--- src/rtl/uart_packet_top.sv ---
// Full-duplex UART packet engine: serializes 56-bit bridge packets byte by byte
// (start, 8 data LSB-first, optional parity, stop) and reassembles them on RX.
module uart_packet_top #(
  parameter int PKT_BYTES = 7,
  parameter int CNT_W     = 16
) (
  input  logic                   clk,
  input  logic                   rst,
  input  logic                   sdata_rx,
  input  logic                   part_en_uart,
  input  logic                   part_type_uart,
  input  logic                   err_inj_en_uart,
  input  logic [1:0]             err_inj_type,
  input  logic                   par_count_clr_uart,
  input  logic [1:0]             clk_rate,
  input  logic                   loop_uart,
  input  logic                   full_to_rx,
  input  logic [8*PKT_BYTES-1:0] preq,
  input  logic [8*PKT_BYTES-1:0] pres,
  input  logic                   data_vld_tx,
  input  logic                   par_err_count_en_uart,
  input  logic                   data_sel,
  output logic                   busy,
  output logic                   err_inj_done_uart,
  output logic                   sdata_tx,
  output logic [CNT_W-1:0]       par_err_count_uart,
  output logic                   data_vld_rx,
  output logic [8*PKT_BYTES-1:0] pdata_out
);
  localparam int DW  = 8 * PKT_BYTES;
  localparam int BCW = (PKT_BYTES > 1) ? $clog2(PKT_BYTES) : 1;
  localparam logic [BCW-1:0] LAST_BYTE = BCW'(PKT_BYTES - 1);

  typedef enum logic [2:0] {S_IDLE, S_START, S_DATA, S_PARITY, S_STOP} state_e;

  function automatic logic [5:0] bit_last(input logic [1:0] r);
    return 6'((32'd8 << r) - 32'd1);
  endfunction

  function automatic logic [5:0] half_last(input logic [1:0] r);
    return 6'((32'd4 << r) - 32'd1);
  endfunction

  // ---------------- TX ----------------
  state_e           tx_state_q, tx_state_d;
  logic [5:0]       tx_cnt_q, tx_cnt_d;
  logic [2:0]       tx_bit_q, tx_bit_d;
  logic [BCW-1:0]   tx_byte_q, tx_byte_d;
  logic [DW-1:0]    tx_word_q, tx_word_d;
  logic [1:0]       tx_rate_q, tx_rate_d;
  logic             tx_pen_q, tx_pen_d;
  logic             tx_ptype_q, tx_ptype_d;
  logic             tx_inj_q, tx_inj_d;
  logic [1:0]       tx_kind_q, tx_kind_d;
  logic             sdata_tx_q, sdata_tx_d;
  logic             tx_last, tx_inj0;
  logic [7:0]       tx_cur;

  always_comb begin
    tx_state_d = tx_state_q;
    tx_cnt_d   = tx_cnt_q + 6'd1;
    tx_bit_d   = tx_bit_q;
    tx_byte_d  = tx_byte_q;
    tx_word_d  = tx_word_q;
    tx_rate_d  = tx_rate_q;
    tx_pen_d   = tx_pen_q;
    tx_ptype_d = tx_ptype_q;
    tx_inj_d   = tx_inj_q;
    tx_kind_d  = tx_kind_q;
    tx_last    = (tx_cnt_q == bit_last(tx_rate_q));
    if (tx_last) tx_cnt_d = '0;
    case (tx_state_q)
      S_IDLE: begin
        tx_cnt_d = '0;
        if (data_vld_tx) begin
          tx_state_d = S_START;
          tx_word_d  = data_sel ? pres : preq;
          tx_rate_d  = clk_rate;
          tx_pen_d   = part_en_uart;
          tx_ptype_d = part_type_uart;
          tx_kind_d  = err_inj_type;
          // Parity-bit injections have nothing to corrupt without parity.
          tx_inj_d   = err_inj_en_uart & (err_inj_type[1] | part_en_uart);
          tx_bit_d   = '0;
          tx_byte_d  = '0;
        end
      end
      S_START:  if (tx_last) begin tx_state_d = S_DATA; tx_bit_d = '0; end
      S_DATA: begin
        if (tx_last) begin
          tx_bit_d = tx_bit_q + 3'd1;
          if (tx_bit_q == 3'd7) tx_state_d = tx_pen_q ? S_PARITY : S_STOP;
        end
      end
      S_PARITY: if (tx_last) tx_state_d = S_STOP;
      S_STOP: begin
        if (tx_last) begin
          if (tx_byte_q == LAST_BYTE) begin
            tx_state_d = S_IDLE;
            tx_inj_d   = 1'b0;
          end else begin
            tx_state_d = S_START;
            tx_byte_d  = tx_byte_q + BCW'(1);
            tx_word_d  = {tx_word_q[DW-9:0], 8'h00};
          end
        end
      end
      default: tx_state_d = S_IDLE;
    endcase

    // Line level is registered from next-state so sdata_tx is glitch-free.
    tx_cur     = tx_word_d[DW-1 -: 8];
    tx_inj0    = tx_inj_d && (tx_byte_d == '0);
    sdata_tx_d = 1'b1;
    case (tx_state_d)
      S_START:  sdata_tx_d = 1'b0;
      S_DATA:   sdata_tx_d = tx_cur[tx_bit_d] ^ (tx_inj0 && tx_kind_d == 2'b11 && tx_bit_d == 3'd0);
      S_PARITY: sdata_tx_d = ^tx_cur ^ tx_ptype_d ^
                  (tx_inj_d && ((tx_kind_d == 2'b00 && tx_byte_d == '0) ||
                                (tx_kind_d == 2'b01 && tx_byte_d == LAST_BYTE)));
      S_STOP:   sdata_tx_d = ~(tx_inj0 && tx_kind_d == 2'b10);
      default:  sdata_tx_d = 1'b1;
    endcase
  end

  always_ff @(posedge clk or negedge rst) begin
    if (!rst) begin
      tx_state_q <= S_IDLE;
      tx_cnt_q   <= '0;
      tx_bit_q   <= '0;
      tx_byte_q  <= '0;
      tx_word_q  <= '0;
      tx_rate_q  <= '0;
      tx_pen_q   <= 1'b0;
      tx_ptype_q <= 1'b0;
      tx_inj_q   <= 1'b0;
      tx_kind_q  <= '0;
      sdata_tx_q <= 1'b1;
    end else begin
      tx_state_q <= tx_state_d;
      tx_cnt_q   <= tx_cnt_d;
      tx_bit_q   <= tx_bit_d;
      tx_byte_q  <= tx_byte_d;
      tx_word_q  <= tx_word_d;
      tx_rate_q  <= tx_rate_d;
      tx_pen_q   <= tx_pen_d;
      tx_ptype_q <= tx_ptype_d;
      tx_inj_q   <= tx_inj_d;
      tx_kind_q  <= tx_kind_d;
      sdata_tx_q <= sdata_tx_d;
    end
  end

  assign busy              = (tx_state_q != S_IDLE);
  assign err_inj_done_uart = tx_inj_q;
  assign sdata_tx          = sdata_tx_q;

  // ---------------- RX ----------------
  state_e           rx_state_q, rx_state_d;
  logic             sync1_q, sync2_q, prev_q;
  logic [5:0]       rx_cnt_q, rx_cnt_d;
  logic [2:0]       rx_bit_q, rx_bit_d;
  logic [BCW-1:0]   rx_nbyte_q, rx_nbyte_d;
  logic [7:0]       rx_sh_q, rx_sh_d;
  logic [DW-1:0]    rx_pkt_q, rx_pkt_d;
  logic             rx_perr_q, rx_perr_d;
  logic             rx_bad_q, rx_bad_d;
  logic [1:0]       rx_rate_q, rx_rate_d;
  logic             rx_pen_q, rx_pen_d;
  logic             rx_ptype_q, rx_ptype_d;
  logic [DW-1:0]    pdata_q, pdata_d;
  logic             vld_q, vld_d;
  logic [CNT_W-1:0] perr_cnt_q, perr_cnt_d;
  logic             rx_last, rx_half, rx_inc;

  always_comb begin
    rx_state_d = rx_state_q;
    rx_cnt_d   = rx_cnt_q + 6'd1;
    rx_bit_d   = rx_bit_q;
    rx_nbyte_d = rx_nbyte_q;
    rx_sh_d    = rx_sh_q;
    rx_pkt_d   = rx_pkt_q;
    rx_perr_d  = rx_perr_q;
    rx_bad_d   = rx_bad_q;
    rx_rate_d  = rx_rate_q;
    rx_pen_d   = rx_pen_q;
    rx_ptype_d = rx_ptype_q;
    pdata_d    = pdata_q;
    vld_d      = 1'b0;
    rx_inc     = 1'b0;
    rx_last    = (rx_cnt_q == bit_last(rx_rate_q));
    rx_half    = (rx_cnt_q == half_last(rx_rate_q));
    case (rx_state_q)
      S_IDLE: begin
        if (prev_q && !sync2_q) begin
          rx_state_d = S_START;
          rx_cnt_d   = '0;
          if (rx_nbyte_q == '0) begin
            rx_rate_d  = clk_rate;
            rx_pen_d   = part_en_uart;
            rx_ptype_d = part_type_uart;
          end
        end else if (rx_nbyte_q != '0) begin
          // Bytes arrive back-to-back; a full idle bit mid-packet means the
          // packet was broken, so drop the partial and resync on the next one.
          if (rx_last) begin
            rx_nbyte_d = '0;
            rx_bad_d   = 1'b0;
            rx_cnt_d   = '0;
          end
        end else begin
          rx_cnt_d = '0;
        end
      end
      S_START: begin
        if (rx_half) begin
          rx_cnt_d = '0;
          if (!sync2_q) begin
            rx_state_d = S_DATA;
            rx_bit_d   = '0;
            rx_perr_d  = 1'b0;
          end else begin
            rx_state_d = S_IDLE;
          end
        end
      end
      S_DATA: begin
        if (rx_last) begin
          rx_cnt_d = '0;
          rx_sh_d  = {sync2_q, rx_sh_q[7:1]};
          rx_bit_d = rx_bit_q + 3'd1;
          if (rx_bit_q == 3'd7) rx_state_d = rx_pen_q ? S_PARITY : S_STOP;
        end
      end
      S_PARITY: begin
        if (rx_last) begin
          rx_cnt_d   = '0;
          rx_perr_d  = ^rx_sh_q ^ sync2_q ^ rx_ptype_q;
          rx_inc     = rx_perr_d & par_err_count_en_uart;
          rx_state_d = S_STOP;
        end
      end
      S_STOP: begin
        if (rx_last) begin
          rx_cnt_d   = '0;
          rx_state_d = S_IDLE;
          if (!sync2_q) begin
            rx_nbyte_d = '0;
            rx_bad_d   = 1'b0;
          end else begin
            rx_pkt_d = {rx_pkt_q[DW-9:0], rx_sh_q};
            if (rx_nbyte_q == LAST_BYTE) begin
              rx_nbyte_d = '0;
              rx_bad_d   = 1'b0;
              if (!rx_bad_q && !rx_perr_q && !full_to_rx) begin
                pdata_d = rx_pkt_d;
                vld_d   = 1'b1;
              end
            end else begin
              rx_nbyte_d = rx_nbyte_q + BCW'(1);
              rx_bad_d   = rx_bad_q | rx_perr_q;
            end
          end
        end
      end
      default: rx_state_d = S_IDLE;
    endcase

    perr_cnt_d = perr_cnt_q;
    if (par_count_clr_uart)                  perr_cnt_d = '0;
    else if (rx_inc && perr_cnt_q != '1)     perr_cnt_d = perr_cnt_q + CNT_W'(1);
  end

  always_ff @(posedge clk or negedge rst) begin
    if (!rst) begin
      sync1_q    <= 1'b1;
      sync2_q    <= 1'b1;
      prev_q     <= 1'b1;
      rx_state_q <= S_IDLE;
      rx_cnt_q   <= '0;
      rx_bit_q   <= '0;
      rx_nbyte_q <= '0;
      rx_sh_q    <= '0;
      rx_pkt_q   <= '0;
      rx_perr_q  <= 1'b0;
      rx_bad_q   <= 1'b0;
      rx_rate_q  <= '0;
      rx_pen_q   <= 1'b0;
      rx_ptype_q <= 1'b0;
      pdata_q    <= '0;
      vld_q      <= 1'b0;
      perr_cnt_q <= '0;
    end else begin
      sync1_q    <= loop_uart ? sdata_tx_q : sdata_rx;
      sync2_q    <= sync1_q;
      prev_q     <= sync2_q;
      rx_state_q <= rx_state_d;
      rx_cnt_q   <= rx_cnt_d;
      rx_bit_q   <= rx_bit_d;
      rx_nbyte_q <= rx_nbyte_d;
      rx_sh_q    <= rx_sh_d;
      rx_pkt_q   <= rx_pkt_d;
      rx_perr_q  <= rx_perr_d;
      rx_bad_q   <= rx_bad_d;
      rx_rate_q  <= rx_rate_d;
      rx_pen_q   <= rx_pen_d;
      rx_ptype_q <= rx_ptype_d;
      pdata_q    <= pdata_d;
      vld_q      <= vld_d;
      perr_cnt_q <= perr_cnt_d;
    end
  end

  assign pdata_out          = pdata_q;
  assign data_vld_rx        = vld_q;
  assign par_err_count_uart = perr_cnt_q;

endmodule

--- config.mk ---
export PLATFORM = sky130hd
export DESIGN_NAME = uart_packet_top
export DESIGN_NICKNAME = d
export VERILOG_FILES = /design/src/rtl/uart_packet_top.sv
export SDC_FILE = /design/constraint.sdc
export NUM_CORES = 1
export LEC_CHECK = 0
export ABC_AREA = 1
export CAP_MARGIN = 20
export CORE_UTILIZATION = 57
export DETAILED_ROUTE_END_ITERATION = 10
export PLACE_DENSITY = 0.84
export SLEW_MARGIN = 20
export SYNTH_ARGS = -nofsm -noshare
export SYNTH_HDL_FRONTEND = slang
export SYNTH_SLANG_ARGS = --single-unit
export TNS_END_PERCENT = 10
--- constraint.sdc ---
create_clock -name clk -period 6.1 [get_ports clk]
set_input_delay 0.915 -clock clk [delete_from_list [all_inputs] [get_ports clk]]
set_output_delay 0.915 -clock clk [all_outputs]
set_load 0.05 [all_outputs]
Word-level counts from Yosys, hierarchy flattened
Index checks and enable logic that the tools add are counted.

cells by class
  add/sub/neg operators = 10
  multipliers = 0
  divide/modulo/power cells = 0
  $lt $le $gt $ge = 1
  equal/unequal tests = 37
  shift operators = 3
  muxes and demuxes = 80
  bitwise logic cells = 10
  reduce and logical (&&, ||, !) cells = 42

operators with widths
  operator                 count
  $mux W56                 4
  $pmux W56 S2             1
  $mux W3                  28
  $mux W6                  6
  $mux W16                 2
  $pmux W3 S5              2
  $ne A2 B2 Y1 const B     13
  $eq A3 B3 Y1 const B     8
  $mux W1                  24
  $eq A3 B2 Y1 const B     6
  $eq A6 B6 Y1             3
  $pmux W3 S2              3
  $pmux W6 S3              1
  $sub A6 B1 Y6 const B    3
  $add A16 B1 Y16 const B  1
  $ne A16 B16 Y1 const B   1
  $reduce_xor A8 Y1        2
  $logic_not A3 Y1         5
  $add A3 B1 Y3 const B    4
  $add A6 B1 Y6 const B    2
  $reduce_and A4 Y1        3
  $shl A4 B2 Y6 const A    2
  $logic_and A1 B1 Y1      11
  $reduce_and A5 Y1        2
  other kinds (23)         46

word-level totals
  register bits = 232
  bits in latches = 0
  RAM bits = 0
  memory bits (read-only) = 0
  bits of input ports = 128
  word-level logic and storage cells = 212
  memories = 0

Logic depth before layout (Yosys ltp)
Gate-level depths: netlist of the first run.

  depth in word-level cells = 11
  mapped depth = 21
  mapped depth without buffers = 21

Worst setup path after synthesis of the first run
OpenSTA, ideal clock, no wires.

  path type = reg2reg
  start = reg tx_cnt_q[0]
  end = reg sdata_tx_q (netlist: sdata_tx)
  library setup time = 0.077 ns
  arrival = 2.180 ns
  required time = 6.023 ns
  setup slack = 3.843 ns
  cell stages (with the launch flop) = 18
  buffers on the path = 0
  period minus slack after synthesis = 2.257 ns
  cell sequence = dfrtp_1 > ha_1 > nand2_1 > inv_1 > nand2_2 > nor2_4 > nand3_4 > ha_1 > o22ai_1 > a21oi_2 > inv_1 > nand2_1 > nand3_1 > nand3_1 > a21oi_1 > nor2_1 > nor2_1 > nand2_1

RTL lines
  item                                                                  line    source
  from (decl)                                                           46      logic [5:0] tx_cnt_q, tx_cnt_d;
  from (signal assigned)                                                141     tx_cnt_q <= tx_cnt_d;
  $eq A6 B6 Y1 (*)                                                      70      tx_last = (tx_cnt_q == bit_last(tx_rate_q));
  $mux W3, on equally long branches                                     90, 88
  $pmux W3 S3 (*)                                                       72      case (tx_state_q)
  named net tx_bit_d[0]                                                 47      logic [2:0] tx_bit_q, tx_bit_d;
  $bmux W1 S3 or $logic_not A3 Y1 (tied branches)                       117     S_DATA: sdata_tx_d = tx_cur[tx_bit_d] ^ (tx_inj0 && tx_kind_d == 2'b11 && tx_bit_d == 3'd0);
  $mux W1 (not written as such) or $logic_and A1 B1 Y1 (tied branches)  117
  $xor A1 B1 Y1 (*)                                                     117
  $pmux W1 S4 (*)                                                       115     case (tx_state_d)
  named net sdata_tx_d                                                  55      logic sdata_tx_q, sdata_tx_d;
  to (signal assigned)                                                  150     sdata_tx_q <= sdata_tx_d;
  to (decl)                                                             55

The timed path passes the listed nets; every way through them passes the cells marked *. The select of a mux whose other input is x is not followed.
A chain may end at the register's enable or synchronous reset.

Worst setup path in the final report of the first run
  start = reg tx_byte_q[0]
  end = reg tx_word_q[24]

on the way
  word-level cells in the longest chain between the ends = 3

RTL lines
  item                         line  source
  from (decl)                  48    logic [BCW-1:0] tx_byte_q, tx_byte_d;
  from (signal assigned)       143   tx_byte_q <= tx_byte_d;
  $eq A3 B3 Y1                 98    if (tx_byte_q == LAST_BYTE) begin
  $ne A2 B2 Y1 (no line)       -
  $reduce_and A4 Y1 (no line)  -
  to (signal assigned)         144   tx_word_q <= tx_word_d;
  to (decl)                    49    logic [DW-1:0] tx_word_q, tx_word_d;

No other way between the ends.

==> flow_metrics.env, run 1 <==
export IMPL_gp_congestion=0.8974
export IMPL_synth_area_sq_um=11390
export IMPL_drtAntennaViolNets=0
export IMPL_yosysSeqAreaShare=0.5101
export IMPL_power_density_nw_per_um2=239.2
export IMPL_cts_resized_gates=0
export IMPL_wl_microns=28050
export IMPL_critPathKind="reg -> reg"
export IMPL_clock_power_share=0.415
export IMPL_r2r_end="tx_word_q[24]"
export IMPL_drt_pass1_iterations=5
export IMPL_syn_num_nets=1496
export IMPL_seq_power_share=0.473
export IMPL_vias=10022
export IMPL_final_hold_violation_count=0
export IMPL_max_stage_delay_ns=0.89
export IMPL_p_leak_uw=0.006555
export IMPL_crit_path_end_kind="register"
export IMPL_final_cell_mix="nand2_1, dfrtp_1, clkdlybuf4s50_1, inv_1, o21ai_0"
export IMPL_critPathArrivalTime_ns=3.61
export IMPL_initial_utilization=0.5834
export IMPL_grt_max_degree=108
export IMPL_synth_main_ff_cell="dfrtp_1"
export IMPL_layout_commonest_cell="nand2_1"
export IMPL_synth_edff_count=0
export IMPL_cts_tree="built"
export IMPL_path_cells="inv_1, ha_1, nand2_1, nand4_4, nor2_8, nand2_4, nand2_1, o221ai_1"
export IMPL_path_depth=8
export IMPL_clkLatencyLatePin_ns=0.51
export IMPL_crit_fanout=45
export IMPL_r2r_cells=8
export IMPL_drtIter0Drc=727
export IMPL_cts_htree_levels=1
export IMPL_power_frac_comb=0.112
export IMPL_finalSetupTns_ns=0
export IMPL_setup_viol=0
export IMPL_yosys_warnings=0
export IMPL_maxSlewViolCount=0
export IMPL_ys_types=51
export IMPL_wl_per_cell_microns=15.45
export IMPL_grt_total_usage=0.2815
export IMPL_cp_buffers_inverters=1
export IMPL_cts_root_buffer="clkbuf_16"
export IMPL_numCtsBuffers=24
export IMPL_r2r_slack_ns=2.82
export IMPL_hp_start="sync1_q"
export IMPL_status="completed"
export IMPL_cts_hold_buf=0
export IMPL_critPathLaunchType="register"
export IMPL_layout_setup_ws_ns=2.817
export IMPL_crit_required_ns=6.43
export IMPL_power_internal_uw=2593
export IMPL_slew_headroom=0.3016
export IMPL_postCtsSetupBuffers=0
export IMPL_port_buffers=203
export IMPL_row_count=51
export IMPL_grt_antenna_before_repair=0
export IMPL_worstMarginPinSlew_ns=1.045
export IMPL_place_ws_ns=2.603
export IMPL_die_h_microns=143.4
export IMPL_slowest_stage="nand2_1"
export IMPL_cp_endpoint="tx_word_q[24]"
export IMPL_holdWs_ns=0.3571
export IMPL_syn_inst=1358
export IMPL_first_global_vias=9650
export IMPL_vias_per_cell=5.522
export IMPL_nets=1674
export IMPL_clk_pin_slew_worst_paths_ns=0.06
export IMPL_n_antenna_cell=0
export IMPL_rsz0062_at_grt="no"
export IMPL_coreArea_sq_um=19530
export IMPL_synthArstFlopShare=1.000
export IMPL_dpl_hpwl_microns=19710
export IMPL_r2r_start="tx_byte_q[0]"
export IMPL_vdd_drop_max_mv=0.1612
export IMPL_fin_crit_sh=0.5381
export IMPL_dieArea_sq_um=20550
export IMPL_finalCriticalPeriod_ns=3.283
export IMPL_sw_frac_of_total=0.2439
export IMPL_drc=0
export IMPL_hold_class="reg -> reg"
export IMPL_cts_max_path_buffers=3
export IMPL_yosys_register_bits=232
export IMPL_cpMostUsedCell="nand2_1"
export IMPL_maxCapViolCount=0
export IMPL_startpoint="tx_byte_q[0]"
export IMPL_timing_fmax_mhz=304.6
export IMPL_clkSinkCount=232
export IMPL_skew_ns=0.01285
export IMPL_syn2layout_area_growth_pct=25.88
export IMPL_grt_first_pass_wirelength_microns=46220
export IMPL_p_switching_uw=836.4
export IMPL_ios=204
export IMPL_grt_overflow=0
export IMPL_utilization=0.7343
export IMPL_crit_family="simple AND/OR/NAND/NOR gates"
export IMPL_drive_above_1_share=0.07355
export IMPL_synth_area_per_cell_sq_um=8.388
export IMPL_die_x_microns=143.4
## flip-flops by register name, summed over array words and instances, names as in the netlist, 2 cells and up
register	count
par_err_count_uart	16
rx_pkt_q	48
tx_byte_q	3
tx_bit_q	3
rx_state_q	3
rx_cnt_q	6
tx_kind_q	2
tx_word_q	56
rx_bit_q	3
tx_cnt_q	6
tx_state_q	3
rx_nbyte_q	3
tx_rate_q	2
rx_sh_q	8
rx_rate_q	2
pdata_out	56
## cells in the mapped netlist (5+ instances only)
library cell,n,area share
clkbuf_1,35,0.012
nor2_1,89,0.029
o32ai_1,8,0.0062
xnor2_1,8,0.0062
o311ai_0,6,0.0046
nand2_2,8,0.0044
buf_2,5,0.0022
buf_1,12,0.0040
o211ai_1,14,0.0092
o221ai_1,35,0.027
inv_2,10,0.0033
o31ai_1,11,0.0072
inv_1,156,0.051
xor2_1,15,0.012
nand4_1,14,0.0077
buf_4,5,0.0033
nand2_1,330,0.11
o21ai_0,146,0.064
ha_1,10,0.011
a21oi_1,28,0.012
nand3_2,5,0.0044
nand3_1,87,0.038
nor3_1,12,0.0053
or2_2,26,0.014
dfrtp_1,228,0.50
mux2i_1,13,0.011
## kinds of logic (layout without fill, tap and decap cells)
family	after synthesis	count (layout)	share of synthesized area
XOR/XNOR	23	23	0.01769
AND/OR/NAND/NOR	587	587	0.2295
adder cells (fa/ha/maj)	10	10	0.01098
flip-flops	232	232	0.5101
buffers and inverters	226	418	0.07689
AO/OA/AOI/OAI	265	265	0.1415
multiplexers	15	15	0.01340
## power by group through the flow
| stage | Clock, uW | Combinational, uW | Sequential [uW] |
|---|---|---|---|
| CTS | 1440 | 383 | 1620 |
| floorplan | 0 | 200 | 1640 |
| finish | 1420 | 383 | 1620 |
| global route | 1510 | 427 | 1630 |
| global placement | 0 | 367 | 1650 |
| detailed placement | 0 | 377 | 1650 |
## through the flow
| step | power (uW) | cells | cell area, sq um |
|---|---|---|---|
| 2_1_floorplan | 1845 | 1358 | 11390 |
| 3_3_place_gp | 2013 | 1775 | 13580 |
| 3_5_place_dp | 2026 | 1775 | 13580 |
| 4_1_cts | 3450 | 1815 | 14340 |
| 5_1_grt | 3561 | 1815 | 14340 |
| 6_report | 3429 | 1815 | 14340 |
## how the worst min path moves through the flow
stage          slack, ns      end  cells after the start
2_1_floorplan       0.35  sync2_q                      0
3_3_place_gp        0.35  sync2_q                      0
3_5_place_dp        0.35  sync2_q                      0
4_1_cts             0.36  sync2_q                      0
5_1_grt             0.36  sync2_q                      0
6_report            0.36  sync2_q                      0
## cell type report
type / instances / area (sq um)
clock buffer: 35 / 713.2
sequential: 232 / 5811
tap: 265 / 331.6
multi-input combinational: 900 / 4720
fill: 1485 / 5187
timing repair buffer: 209 / 2077
inverter: 169 / 636.9
clock inverter: 5 / 50.05
## metal layers
layer,global-route usage,vias up,share of wire
met5,0,-,0
met1,0.3640,4785,0.41
met2,0.4857,344,0.50
met4,0.09295,0,0.026
met3,0.04132,64,0.061
li1,-,4829,-
No activity file was read; power rests on OpenSTA's default activity.
==> run 2: changes to the inputs <==
Settings changed: CORE_UTILIZATION 57 to 48, PLACE_DENSITY 0.84 to 0.75.
Clock period 6.1 ns to 2.9 ns, I/O delays scaled along.
==> flow_metrics.env, run 2 (synthesized netlist as in run 1, its figures left out) <==
export IMPL_first_global_vias=9726
export IMPL_hold_class="reg -> reg"
export IMPL_max_stage_delay_ns=0.37
export IMPL_power_density_nw_per_um2=504.0
export IMPL_drtIter0Drc=623
export IMPL_drt_pass1_iterations=5
export IMPL_gp_congestion=0.9324
export IMPL_initial_utilization=0.4867
export IMPL_wl_microns=27640
export IMPL_drive_above_1_share=0.08418
export IMPL_crit_family="simple AND/OR/NAND/NOR gates"
export IMPL_grt_total_usage=0.2339
export IMPL_finalCriticalPeriod_ns=2.510
export IMPL_maxCapViolCount=0
export IMPL_met3_length_microns=1455
export IMPL_ios=204
export IMPL_skew_ns=0.006340
export IMPL_final_hold_violation_count=0
export IMPL_cts_root_buffer="clkbuf_16"
export IMPL_grt_max_degree=97
export IMPL_final_cell_mix="nand2_1, dfrtp_1, clkdlybuf4s50_1, inv_1, o21ai_0"
export IMPL_setup_viol=0
export IMPL_finalSetupTns_ns=0
export IMPL_syn2layout_area_growth_pct=28.27
export IMPL_p_leak_uw=0.006665
export IMPL_slew_headroom=0.5315
export IMPL_cts_htree_levels=1
export IMPL_row_count=56
export IMPL_critPathKind="reg -> reg"
export IMPL_dpl_hpwl_microns=19750
export IMPL_port_buffers=203
export IMPL_fin_crit_sh=0.8654
export IMPL_fin_cells=1887
export IMPL_die_x_microns=156.1
export IMPL_cts_tree="built"
export IMPL_status="completed"
export IMPL_wl_per_cell_microns=14.65
export IMPL_dieArea_sq_um=24350
export IMPL_vias=9899
export IMPL_crit_path_end_kind="register"
export IMPL_top_layer="met4"
export IMPL_die_h_microns=156.1
export IMPL_maxSlewViolCount=0
export IMPL_layout_setup_ws_ns=0.3902
export IMPL_grt_overflow=0
export IMPL_cp_buffers_inverters=2
export IMPL_dp_cells=1842
export IMPL_coreArea_sq_um=23400
export IMPL_numCtsBuffers=24
export IMPL_crit_required_ns=3.35
export IMPL_drc=0
export IMPL_n_antenna_cell=0
export IMPL_place_ws_ns=0.3999
export IMPL_worstMarginPinSlew_ns=0.6974
export IMPL_crit_fanout=10
export IMPL_cts_resized_gates=0
export IMPL_grt_first_pass_wirelength_microns=46400
export IMPL_grt_antenna_before_repair=0
export IMPL_cpMostUsedCell="nand2_1"
export IMPL_timing_fmax_mhz=398.4
export IMPL_vias_per_cell=5.246
export IMPL_rsz0062_at_grt="no"
export IMPL_wl_met1_microns=11900
export IMPL_nets=1688
export IMPL_critPathArrivalTime_ns=2.96
export IMPL_drtAntennaViolNets=0
export IMPL_path_cells="ha_1, nand2_1, inv_1, nand2_2, nor2_4, nand3_4, ha_1, o22ai_1, a21oi_2, inv_1, nand2_1, nand3_1, nand3_1, nand3_1, nand2_1, nor2_1, nor2_1, nand2_1"
export IMPL_wl_met2_microns=13780
export IMPL_vdd_drop_max_mv=0.3703
export IMPL_clkLatencyLatePin_ns=0.52
export IMPL_layout_commonest_cell="nand2_1"
export IMPL_critPathLaunchType="register"
export IMPL_clk_pin_slew_worst_paths_ns=0.06
export IMPL_cts_max_path_buffers=3
export IMPL_slowest_stage="dfrtp_1"
export IMPL_clkSinkCount=232
## run 2: cell types whose count changed in the layout (fill, tap and decap cells not counted)
| cell | before | now |
|---|---|---|
| clkbuf_8 | 5 | 8 |
| clkinv_8 | 0 | 1 |
| buf_4 | 6 | 17 |
| buf_12 | 0 | 3 |
| clkbuf_16 | 25 | 24 |
| bufinv_16 | 1 | 2 |
| dlygate4sd3_1 | 0 | 1 |
| clkdlybuf4s50_1 | 201 | 200 |
## run 2: power breakdown
group	switching (uW)	internal, uW	total, uW	leakage [uW]
Combinational	439	355	794	0.00333
Clock	1260	1910	3160	0.000410
Sequential	76.8	3330	3400	0.00292
## run 2: worst paths after layout
kind	from	endpoint	cells after the start	slack, ns
min reg2reg	sync1_q	sync2_q	0	0.36
min	sync1_q	sync2_q	0	0.36
max reg2reg	tx_cnt_q[0]	sdata_tx	18	0.39
max in group asynchronous	rst	sdata_tx	3	1.60
max	tx_cnt_q[0]	sdata_tx	18	0.39
min in group asynchronous	rst	pdata_out[51]	2	0.45
## run 2: area by class of cell
class | instances | area, sq um
fill | 2034 | 8791
clock inverter | 7 | 96.34
inverter | 169 | 636.9
tap | 319 | 399.1
multi-input combinational | 900 | 4720
timing repair buffer | 223 | 2220
sequential | 232 | 5811
clock buffer | 37 | 729.5
## run 2: layer usage
layer,vias up,GRT usage
met5,-,0
met4,0,0.05836
met3,41,0.03167
met2,300,0.4156
met1,4706,0.3000
li1,4852,-
## run 2: what timing repair did
action,in CTS,in global routing
setup buffers,0,0
hold endpoints to repair,60,0
endpoints found under the setup margin,0,0
hold buffers,1,0
## run 2: per-stage QoR
stage | hold slack [ns] | power (uW) | area, sq um | util
floorplan | 0.1394 | 3880 | 11390 | -
global placement | 0.3559 | 4244 | 13780 | 0.5886
detailed placement | 0.3547 | 4260 | 13780 | 0.5886
CTS | 0.3633 | 7435 | 14610 | 0.6244
global route | 0.3663 | 7668 | 14610 | 0.6244
finish | 0.3615 | 7364 | 14610 | 0.6244
==> run 3: changes to the inputs <==
Settings changed: PLACE_DENSITY 0.75 to 0.84.
==> flow_metrics.env, run 3 (synthesized netlist as in run 1, its figures left out) <==
export IMPL_status="completed"
export IMPL_ios=204
export IMPL_drtAntennaViolNets=0
export IMPL_cts_root_buffer="clkbuf_16"
export IMPL_grt_total_usage=0.2343
export IMPL_drt_pass1_iterations=5
export IMPL_maxSlewViolCount=0
export IMPL_crit_fanout=10
export IMPL_fin_crit_sh=0.8727
export IMPL_cts_htree_levels=1
export IMPL_drive_above_1_share=0.08413
export IMPL_syn2layout_area_growth_pct=28.78
export IMPL_rsz0062_at_grt="no"
export IMPL_grt_overflow=0
export IMPL_wl_microns=27700
export IMPL_critPathLaunchType="register"
export IMPL_port_buffers=203
export IMPL_post_dp_cell_area_sq_um=13810
export IMPL_crit_path_end_kind="register"
export IMPL_cp_buffers_inverters=2
export IMPL_gp_congestion=0.8950
export IMPL_power_density_nw_per_um2=509.2
export IMPL_slowest_stage="dfrtp_1"
export IMPL_die_h_microns=156.1
export IMPL_finalSetupTns_ns=0
export IMPL_vdd_drop_max_mv=0.3624
export IMPL_drc=0
export IMPL_dieArea_sq_um=24350
export IMPL_cts_resized_gates=0
export IMPL_final_hold_violation_count=0
export IMPL_multi_input_area_sq_um=4720
export IMPL_path_cells="ha_1, nand2_1, inv_1, nand2_2, nor2_4, nand3_4, ha_1, o22ai_1, a21oi_2, inv_1, nand2_1, nand3_1, nand3_1, nand3_1, nand2_1, nor2_1, nor2_1, nand2_1"
export IMPL_initial_utilization=0.4867
export IMPL_cts_max_path_buffers=3
export IMPL_grt_first_pass_wirelength_microns=46390
export IMPL_wl_per_cell_microns=14.67
export IMPL_drtIter0Drc=729
export IMPL_crit_family="simple AND/OR/NAND/NOR gates"
export IMPL_fin_area_sq_um=14670
export IMPL_vias_per_cell=5.355
export IMPL_clkSinkCount=232
export IMPL_r2r_slack_ns=0.37
export IMPL_nets=1689
export IMPL_vias=10110
export IMPL_dpl_hpwl_microns=19770
export IMPL_crit_required_ns=3.34
export IMPL_n_antenna_cell=0
export IMPL_setup_viol=0
export IMPL_critPathKind="reg -> reg"
export IMPL_maxCapViolCount=0
export IMPL_critPathArrivalTime_ns=2.97
export IMPL_wl_met2_microns=13650
export IMPL_cts_tree="built"
export IMPL_nFillCells=1946
export IMPL_skew_ns=0.009725
export IMPL_dp_cells=1843
export IMPL_clkLatencyLatePin_ns=0.51
export IMPL_first_global_vias=9609
export IMPL_die_x_microns=156.1
export IMPL_worstMarginPinSlew_ns=0.7016
export IMPL_timing_fmax_mhz=395.1
export IMPL_met3_length_microns=1726
export IMPL_p_leak_uw=0.006685
export IMPL_slew_headroom=0.5287
export IMPL_finalCriticalPeriod_ns=2.531
export IMPL_grt_max_degree=97
export IMPL_wl_met1_microns=11760
export IMPL_row_count=56
export IMPL_fin_cells=1888
export IMPL_top_layer="met4"
export IMPL_final_cell_mix="nand2_1, dfrtp_1, clkdlybuf4s50_1, inv_1, o21ai_0"
export IMPL_cpMostUsedCell="nand2_1"
export IMPL_hold_class="reg -> reg"
export IMPL_max_stage_delay_ns=0.36
export IMPL_regArea_sq_um=5811
export IMPL_layout_commonest_cell="nand2_1"
export IMPL_clk_pin_slew_worst_paths_ns=0.06
export IMPL_numCtsBuffers=24
export IMPL_coreArea_sq_um=23400
export IMPL_grt_antenna_before_repair=0
run 3: per-layer routing:
layer | global-route usage | vias to the layer above
met4 | 0.06303 | 0
li1 | - | 4881
met3 | 0.03889 | 47
met1 | 0.3042 | 4819
met2 | 0.4045 | 363
met5 | 0 | -
run 3: power breakdown:
group | switching [uW] | leakage (uW) | internal [uW]
clock | 1250 | 0.000413 | 2010
sequential | 85.9 | 0.00292 | 3330
combinational | 445 | 0.00335 | 357
total | 1780 | 0.00669 | 5690
run 3: final timing paths:
path / startpoint / endpoint / cells past startpoint
max reg2reg: tx_cnt_q[0] / sdata_tx / 18
min reg2reg: sync1_q / sync2_q / 0
max in group asynchronous: rst / tx_state_q[2] / 3
min: sync1_q / sync2_q / 0
min in group asynchronous: rst / pdata_out[50] / 2
max: tx_cnt_q[0] / sdata_tx / 18
run 3: worst reg2reg max path, delay by kind of cell (launching register included):
kind	cells	cell delay (ns)
adders and majority gates	2	0.47
DFF	1	0.36
AOI/OAI and AO/OA	2	0.35
and+or+nand+nor	12	1.02
buffers and inverters	2	0.26
run 3: area by class of cell:
class | count | share of cell area
flip-flops and latches | 232 | 0.3961
multi-input cells | 900 | 0.3217
repair buffers | 224 | 0.1535
clock buffers | 37 | 0.04981
inverters | 169 | 0.04342
well taps | 319 | 0.02721
clock inverters | 7 | 0.008188
run 3: metrics by stage:
stage / util / hold WS [ns] / total power, uW / worst slack, ns
finish: 0.6268 / 0.3583 / 7469 / 0.3693
floorplan: - / 0.1394 / 3880 / 0.6425
global route: 0.6268 / 0.3602 / 7769 / 0.1145
global placement: 0.5900 / 0.3515 / 4238 / 0.4416
detailed placement: 0.5900 / 0.3513 / 4266 / 0.4044
CTS: 0.6268 / 0.3607 / 7522 / 0.4008
run 3: what timing repair did:
action | in CTS | in global routing
hold endpoints to repair | 71 | 0
hold buffers | 1 | 0
endpoints found under the setup margin | 0 | 0
buffers inserted | 0 | 0
